### src/rtl/cdc_event_sender.sv
// Source-side request/ack front end for the clkHI->clkLOW bit synchronizer.
// Launches one held request level per event and queues events that arrive mid-handshake.
module cdc_event_sender #(
  parameter int CNT_W = 4
) (
  input  logic             clkHI,
  input  logic             rst,
  input  logic             pulse_in,
  input  logic             ack_in,
  input  logic             clr_ovf,
  output logic             req_out,
  output logic             busy,
  output logic [CNT_W-1:0] pending,
  output logic             overflow,
  output logic             done
);

  typedef enum logic [1:0] {
    IDLE,
    REQ_HI,
    REQ_LO
  } state_t;

  localparam logic [CNT_W-1:0] PEND_MAX = '1;

  state_t           state_q, state_d;
  logic             req_q, req_d;
  logic [CNT_W-1:0] pending_q, pending_d;
  logic             overflow_q, overflow_d;
  logic             done_q, done_d;
  logic             ack_s1_q, ack_s2_q;
  logic [CNT_W:0]   eff;
  logic             ovf_set;

  assign eff = {1'b0, pending_q} + (CNT_W+1)'(pulse_in);

  always_comb begin
    state_d   = state_q;
    req_d     = req_q;
    pending_d = pending_q;
    done_d    = 1'b0;
    ovf_set   = 1'b0;
    unique case (state_q)
      IDLE: begin
        if (eff != '0) begin
          state_d   = REQ_HI;
          req_d     = 1'b1;
          pending_d = CNT_W'(eff - (CNT_W+1)'(1));
        end
      end
      REQ_HI: begin
        if (ack_s2_q) begin
          state_d = REQ_LO;
          req_d   = 1'b0;
        end
      end
      REQ_LO: begin
        if (!ack_s2_q) begin
          state_d = IDLE;
          done_d  = 1'b1;
        end
      end
      default: begin
        state_d = IDLE;
        req_d   = 1'b0;
      end
    endcase
    // In IDLE any pulse is absorbed by the launch, so only busy states queue.
    if (state_q != IDLE && pulse_in) begin
      if (pending_q != PEND_MAX) begin
        pending_d = pending_q + CNT_W'(1);
      end else begin
        ovf_set = 1'b1;
      end
    end
    overflow_d = ovf_set | (overflow_q & ~clr_ovf);
  end

  always_ff @(posedge clkHI or negedge rst) begin
    if (!rst) begin
      state_q    <= IDLE;
      req_q      <= 1'b0;
      pending_q  <= '0;
      overflow_q <= 1'b0;
      done_q     <= 1'b0;
      ack_s1_q   <= 1'b0;
      ack_s2_q   <= 1'b0;
    end else begin
      state_q    <= state_d;
      req_q      <= req_d;
      pending_q  <= pending_d;
      overflow_q <= overflow_d;
      done_q     <= done_d;
      ack_s1_q   <= ack_in;
      ack_s2_q   <= ack_s1_q;
    end
  end

  assign req_out  = req_q;
  assign busy     = (state_q != IDLE);
  assign pending  = pending_q;
  assign overflow = overflow_q;
  assign done     = done_q;

endmodule

### config.mk
export PLATFORM = sky130hd
export DESIGN_NAME = cdc_event_sender
export DESIGN_NICKNAME = d
export VERILOG_FILES = /design/src/rtl/cdc_event_sender.sv
export SDC_FILE = /design/constraint.sdc
export NUM_CORES = 1
export LEC_CHECK = 0
export CAP_MARGIN = 15
export CORE_UTILIZATION = 35
export CTS_BUF_LIST = sky130_fd_sc_hd__clkbuf_8
export CTS_CLUSTER_SIZE = 14
export DETAILED_ROUTE_END_ITERATION = 7
export PLACE_DENSITY_LB_ADDON = 0.3
export SETUP_SLACK_MARGIN = 0.1
export SKIP_LAST_GASP = 1
export SLEW_MARGIN = 20
export SYNTH_ARGS = -nofsm -noshare
export SYNTH_HDL_FRONTEND = slang
export SYNTH_SLANG_ARGS = --single-unit
### constraint.sdc
create_clock -name clkHI -period 5.5 [get_ports clkHI]
set_input_delay 1.65 -clock clkHI [delete_from_list [all_inputs] [get_ports clkHI]]
set_output_delay 1.65 -clock clkHI [all_outputs]
set_load 0.05 [all_outputs]
==> impl_metrics.tcl, run 1 <==
set metrics [dict create \
    setup-violations-final 0 \
    critical_path_arrival_ns 3.74 \
    finalClockSkew_ns 0.00205 \
    wl_per_cell_um 11.2 \
    die_w_um 46.3 \
    synth_sequential_area_ratio 0.401 \
    first_global_vias 483 \
    drive_gt1_frac 0.103 \
    cts.sinks 11 \
    firstDrtPassIters 4 \
    worstPathRequired_ns 5.62 \
    crit_buf_inv 2 \
    hold_buffers 0 \
    cts-resized-gates 0 \
    finalHoldViolCount 0 \
    startpoint "pulse_in" \
    slew-limit-headroom 0.671 \
    max_stage_delay_ns 0.46 \
    io_buffers 12 \
    gp_congestion 0.732 \
    fin_nets 97 \
    pin_count 13 \
    track_usage 0.144 \
    grt_pass1_wl_um 2120 \
    hold_class "reg2reg" \
    postCtsSetupRepairBufs 0 \
    cp_top_family "adder cells" \
    cts_buffer_depth 2 \
    worst_pin_slew_ns 0.492 \
    antenna_found_initial 0 \
    synth_edf_count 0 \
    drv_slew 0 \
    r2r-start "pending[0]" \
    crit_path_start_kind "input port" \
    die-area_um2 2140 \
    outcome "completed" \
    cts_buffers 3 \
    synthesis.area_um2 687 \
    fin_crit_sh 0.658 \
    num_antenna_cells 0 \
    coreArea_um2 1780 \
    path_clk_slew_ns 0.05 \
    crit_path_frequent_cell "ha_1" \
    worstSetupEndpointType "register" \
    fmax_mhz 276 \
    ant_nets 0 \
    yosysTopAreaCell "dfrtp_1" \
    drc_errors 0 \
    synth-main-ff-cell "dfrtp_1" \
    start_util 0.385 \
    r2r_end "pending[1]" \
    setup_tns_ns 0 \
    rsz0062_at_grt "false" \
    routed_wl_um 1250 \
    fin_crit_ns 3.62 \
    ys_warn_count 0 \
    synth_area_leaders "dfrtp_1 40%, ha_1 7.3%, inv_1 4.4%" \
    hpwl_um 995 \
    gr-total-overflow 0 \
    synthCells 73 \
    clockRootBuffer "clkbuf_8" \
    async_flop_share 1.00 \
    synth_top_area_share 0.401 \
    reg2reg_slack_ns 3.35 \
    critPathMaxFanout 7 \
    yosysUniqueCellTypes 36 \
    area_growth_pct 26.4 \
    drtIter0Drc 3 \
    syn-num-nets 82 \
    reg2reg_depth 9 \
    ys_ff_latch 11 \
    grt_max_degree 14 \
    rows 15 \
    cp_cell_sequence "clkdlybuf4s50_1 -> ha_1 -> ha_1 -> inv_1 -> ha_1 -> nor2b_1 -> o21ai_0 -> a21oi_1 -> a211oi_2 -> a21o_1" \
    htree_levels 1 \
    postSynthAreaPerCell_um2 9.41 \
    endpoint "pending[1]" \
    slowest_stage "clkdlybuf4s50_1" \
    cap_violations 0 \
    worstSetupPathType "in2reg" \
    die_h_um 46.3 \
    cts_tree "built" \
    path_depth 10 \
    clock_latency_ns 0.23 \
    avgViaCountPerCell 5.04 \
    vias 564 \
]
## worst register-to-register path, delay by kind of cell, from the launching register on
kind | cells | cell delay (ns)
flip-flops | 1 | 0.43
AND/OR/NAND/NOR | 1 | 0.19
AO/OA/AOI/OAI | 4 | 0.50
adder cells (fa/ha/maj) | 3 | 0.84
buffers and inverters | 1 | 0.08
## registers in the layout, indices dropped and copies added, names as in the netlist
name      count
req_out       1
overflow      1
ack_s1_q      1
done          1
ack_s2_q      1
state_q       2
pending       4
## metal layers
layer,global-route usage,vias up,part of all wire
li1,-,292,-
met1,0.188,260,0.51
met2,0.211,10,0.45
met3,0.0706,2,0.035
met4,0.0353,0,0.011
met5,0,-,0
## kinds of logic (layout without fill, tap and decap cells)
group | Yosys count | in the layout | synth area share
simple gates | 23 | 23 | 0.188
compound gates | 21 | 21 | 0.219
flops | 11 | 11 | 0.401
buf+inv | 10 | 24 | 0.0674
fa+ha+maj | 4 | 4 | 0.0729
xor+xnor | 3 | 3 | 0.0383
mux | 1 | 1 | 0.0146
## cell usage after synthesis, types with 2 or more instances
library cell	n
dfrtp_1	11
inv_1	8
nor2_1	6
ha_1	4
a21oi_1	3
o21ai_0	3
and2_1	2
nand2_1	2
nand3_1	2
nor2b_1	2
nor3b_1	2
o21ai_1	2
o22ai_1	2
xnor2_1	2
## worst min-delay path by stage
stage                  start  endpoint  cells after the start
detailed placement  ack_s1_q  ack_s2_q                      0
global placement    ack_s1_q  ack_s2_q                      0
finish              ack_s1_q  ack_s2_q                      0
floorplan           ack_s1_q  ack_s2_q                      0
global route        ack_s1_q  ack_s2_q                      0
CTS                 ack_s1_q  ack_s2_q                      0
## placed cells by master (no fill, tap or decap), types with 2 or more instances in the layout
master / count
and2_1: 2
nor2_1: 6
inv_1: 8
a21oi_1: 3
ha_1: 4
clkbuf_8: 3
xnor2_1: 2
nor3b_1: 2
nand2_1: 2
o22ai_1: 2
o21ai_1: 2
o21ai_0: 3
dfrtp_1: 11
nor2b_1: 2
nand3_1: 2
clkdlybuf4s50_1: 12
## through the flow
step | instance area [um^2] | worst slack, ns | utilization | instances | hold WS (ns)
2_1_floorplan | 687 | 2.27 | - | 73 | 0.331
3_3_place_gp | 822 | 1.68 | 0.461 | 108 | 0.335
3_5_place_dp | 822 | 1.63 | 0.461 | 108 | 0.354
4_1_cts | 868 | 1.88 | 0.487 | 112 | 0.366
5_1_grt | 868 | 1.76 | 0.487 | 112 | 0.379
6_report | 868 | 1.88 | 0.487 | 112 | 0.367
## final cells by class
cell class,instances,area (um^2)
Clock buffer,3,41.3
Clock inverter,1,5.00
Fill cell,181,915
Inverter,8,30.0
Multi-Input combinational cell,52,365
Sequential cell,11,275
Tap cell,25,31.3
Timing Repair Buffer,12,120
Power of run 1 is left out: the tool's default activity adds up to more than one toggle a clock period on the data nets, which glitch-free logic cannot reach.
==> run 2, diff against run 1 <==
==> constraint.sdc (replaced) <==
create_clock -name clkHI -period 3.2 [get_ports clkHI]
set_input_delay 0.96 -clock clkHI [delete_from_list [all_inputs] [get_ports clkHI]]
set_output_delay 0.96 -clock clkHI [all_outputs]
set_load 0.05 [all_outputs]
==> run 2 against run 1 <==
Clock skew is 0.0015 ns higher. Via count is 2.5% higher. Register-to-register slack worse by 2.3 ns. Count of clock-buffer cells in the layout unchanged. First-iteration DRC count increased by 33%. Final cell count grew 0.89%. Cell area grew 0.86%. Sequential share of layout area shrank 0.27 points. Routed wire length grew 1.2%. Critical path depth did not move. Worst hold slack got worse by 0.021 ns.
==> impl_metrics.tcl, run 2 (synthesis results as in run 1) <==
set metrics [dict create \
    setup_tns_ns 0 \
    fin_crit_ns 2.94 \
    htree_levels 1 \
    first_global_vias 520 \
    vias 578 \
    io_buffers 12 \
    slew-limit-headroom 0.669 \
    hold_start "ack_s1_q" \
    place_ws_ns 0.0397 \
    crit_path_frequent_cell "ha_1" \
    outcome "completed" \
    cp_cell_sequence "clkdlybuf4s50_1 -> ha_1 -> ha_1 -> inv_1 -> ha_1 -> nor2b_1 -> o21ai_0 -> a21oi_1 -> a211oi_2 -> a21o_1" \
    clock_latency_ns 0.24 \
    die_w_um 46.3 \
    placed_cells 109 \
    drc_errors 0 \
    grt_pass1_wl_um 2310 \
    cap_violations 0 \
    n_fill_cell 170 \
    crit_path_start_kind "input port" \
    fin_nets 98 \
    rows 15 \
    hold_buffers 0 \
    whs_ns 0.346 \
    cts.sinks 11 \
    gp_congestion 0.754 \
    cts-resized-gates 0 \
    worstSetupEndpointType "register" \
    drtIter0Drc 4 \
    cts_tree "built" \
    critical_path_arrival_ns 3.07 \
    cts_buffers 3 \
    worstPathRequired_ns 3.33 \
    die_h_um 46.3 \
    finalClockSkew_ns 0.00359 \
    hold_class "reg2reg" \
    fin_crit_sh 0.919 \
    pin_count 13 \
    cp_top_family "adder cells" \
    grt_max_degree 14 \
    ant_nets 0 \
    crit_buf_inv 2 \
    max_stage_delay_ns 0.46 \
    firstDrtPassIters 4 \
    coreArea_um2 1780 \
    setup-violations-final 0 \
    finalHoldViolCount 0 \
    drv_slew 0 \
    final_common_cell "clkdlybuf4s50_1" \
    critPathMaxFanout 7 \
    mostFrequentLayoutCells "12 x clkdlybuf4s50_1, 11 x dfrtp_1, 8 x inv_1, 6 x nor2_1, 4 x ha_1" \
    fmax_mhz 340 \
    start_util 0.385 \
    clockRootBuffer "clkbuf_8" \
    gr-total-overflow 0 \
    final-instance-count-excl-fill 113 \
    avgViaCountPerCell 5.12 \
    hpwl_um 966 \
    track_usage 0.157 \
    cts_buffer_depth 2 \
    register_area_um2 275 \
    drive_gt1_frac 0.114 \
    routed_wl_um 1270 \
    path_clk_slew_ns 0.05 \
    slowest_stage "clkdlybuf4s50_1" \
    fin_ws_ns 0.258 \
    postCtsSetupRepairBufs 0 \
    num_antenna_cells 0 \
    multiInputGateArea_um2 365 \
    largest_reg_flops 4 \
    worstSetupPathType "in2reg" \
    r2r-start "pending[0]" \
    antenna_found_initial 0 \
    startpoint "pulse_in" \
    wl_per_cell_um 11.2 \
    rsz0062_at_grt "false" \
    die-area_um2 2140 \
    worst_pin_slew_ns 0.495 \
    area_growth_pct 27.5 \
]
## run 2: changes by cell type in the layout (fill, tap and decap cells not counted), sizes merged
cell / previous run / this run
buf: 0 / 1
## run 2: layout make-up
type / count / share of cell area
inverters: 8 / 0.0343
multi-input cells: 52 / 0.417
clock inverters: 1 / 0.00571
clock buffers: 3 / 0.0471
repair buffers: 13 / 0.146
well taps: 25 / 0.0357
flip-flops and latches: 11 / 0.314
## run 2: layer usage
metal	track usage	wire, um
met5	0	0
met1	0.221	631
met3	0.0706	58
met2	0.208	560
met4	0.0529	14
## run 2: path summary, 6_finish.rpt
check	to	slack (ns)	cells after the start
worst max-delay path	pending[1]	0.26	10
worst min-delay path	ack_s2_q	0.35	0
worst max register to register	pending[1]	1.04	9
worst min register to register	ack_s2_q	0.35	0
max in group asynchronous	overflow	1.81	1
min in group asynchronous	done	1.06	1
## run 2: metrics by stage
step                cell area (um^2)  utilization
floorplan                        687            -
global placement                 830        0.465
detailed placement               830        0.465
CTS                              876        0.491
global route                     876        0.491
finish                           876        0.491
## run 2: worst register-to-register path: stages (launching register included)
cell      delay (ns)
dfrtp_1         0.42
ha_1            0.23
ha_1            0.32
inv_1           0.09
ha_1            0.27
nor2b_1         0.19
o21ai_0         0.11
a21oi_1         0.21
a211oi_2        0.05
a21o_1          0.16
Power of run 2 is left out for the same reason.
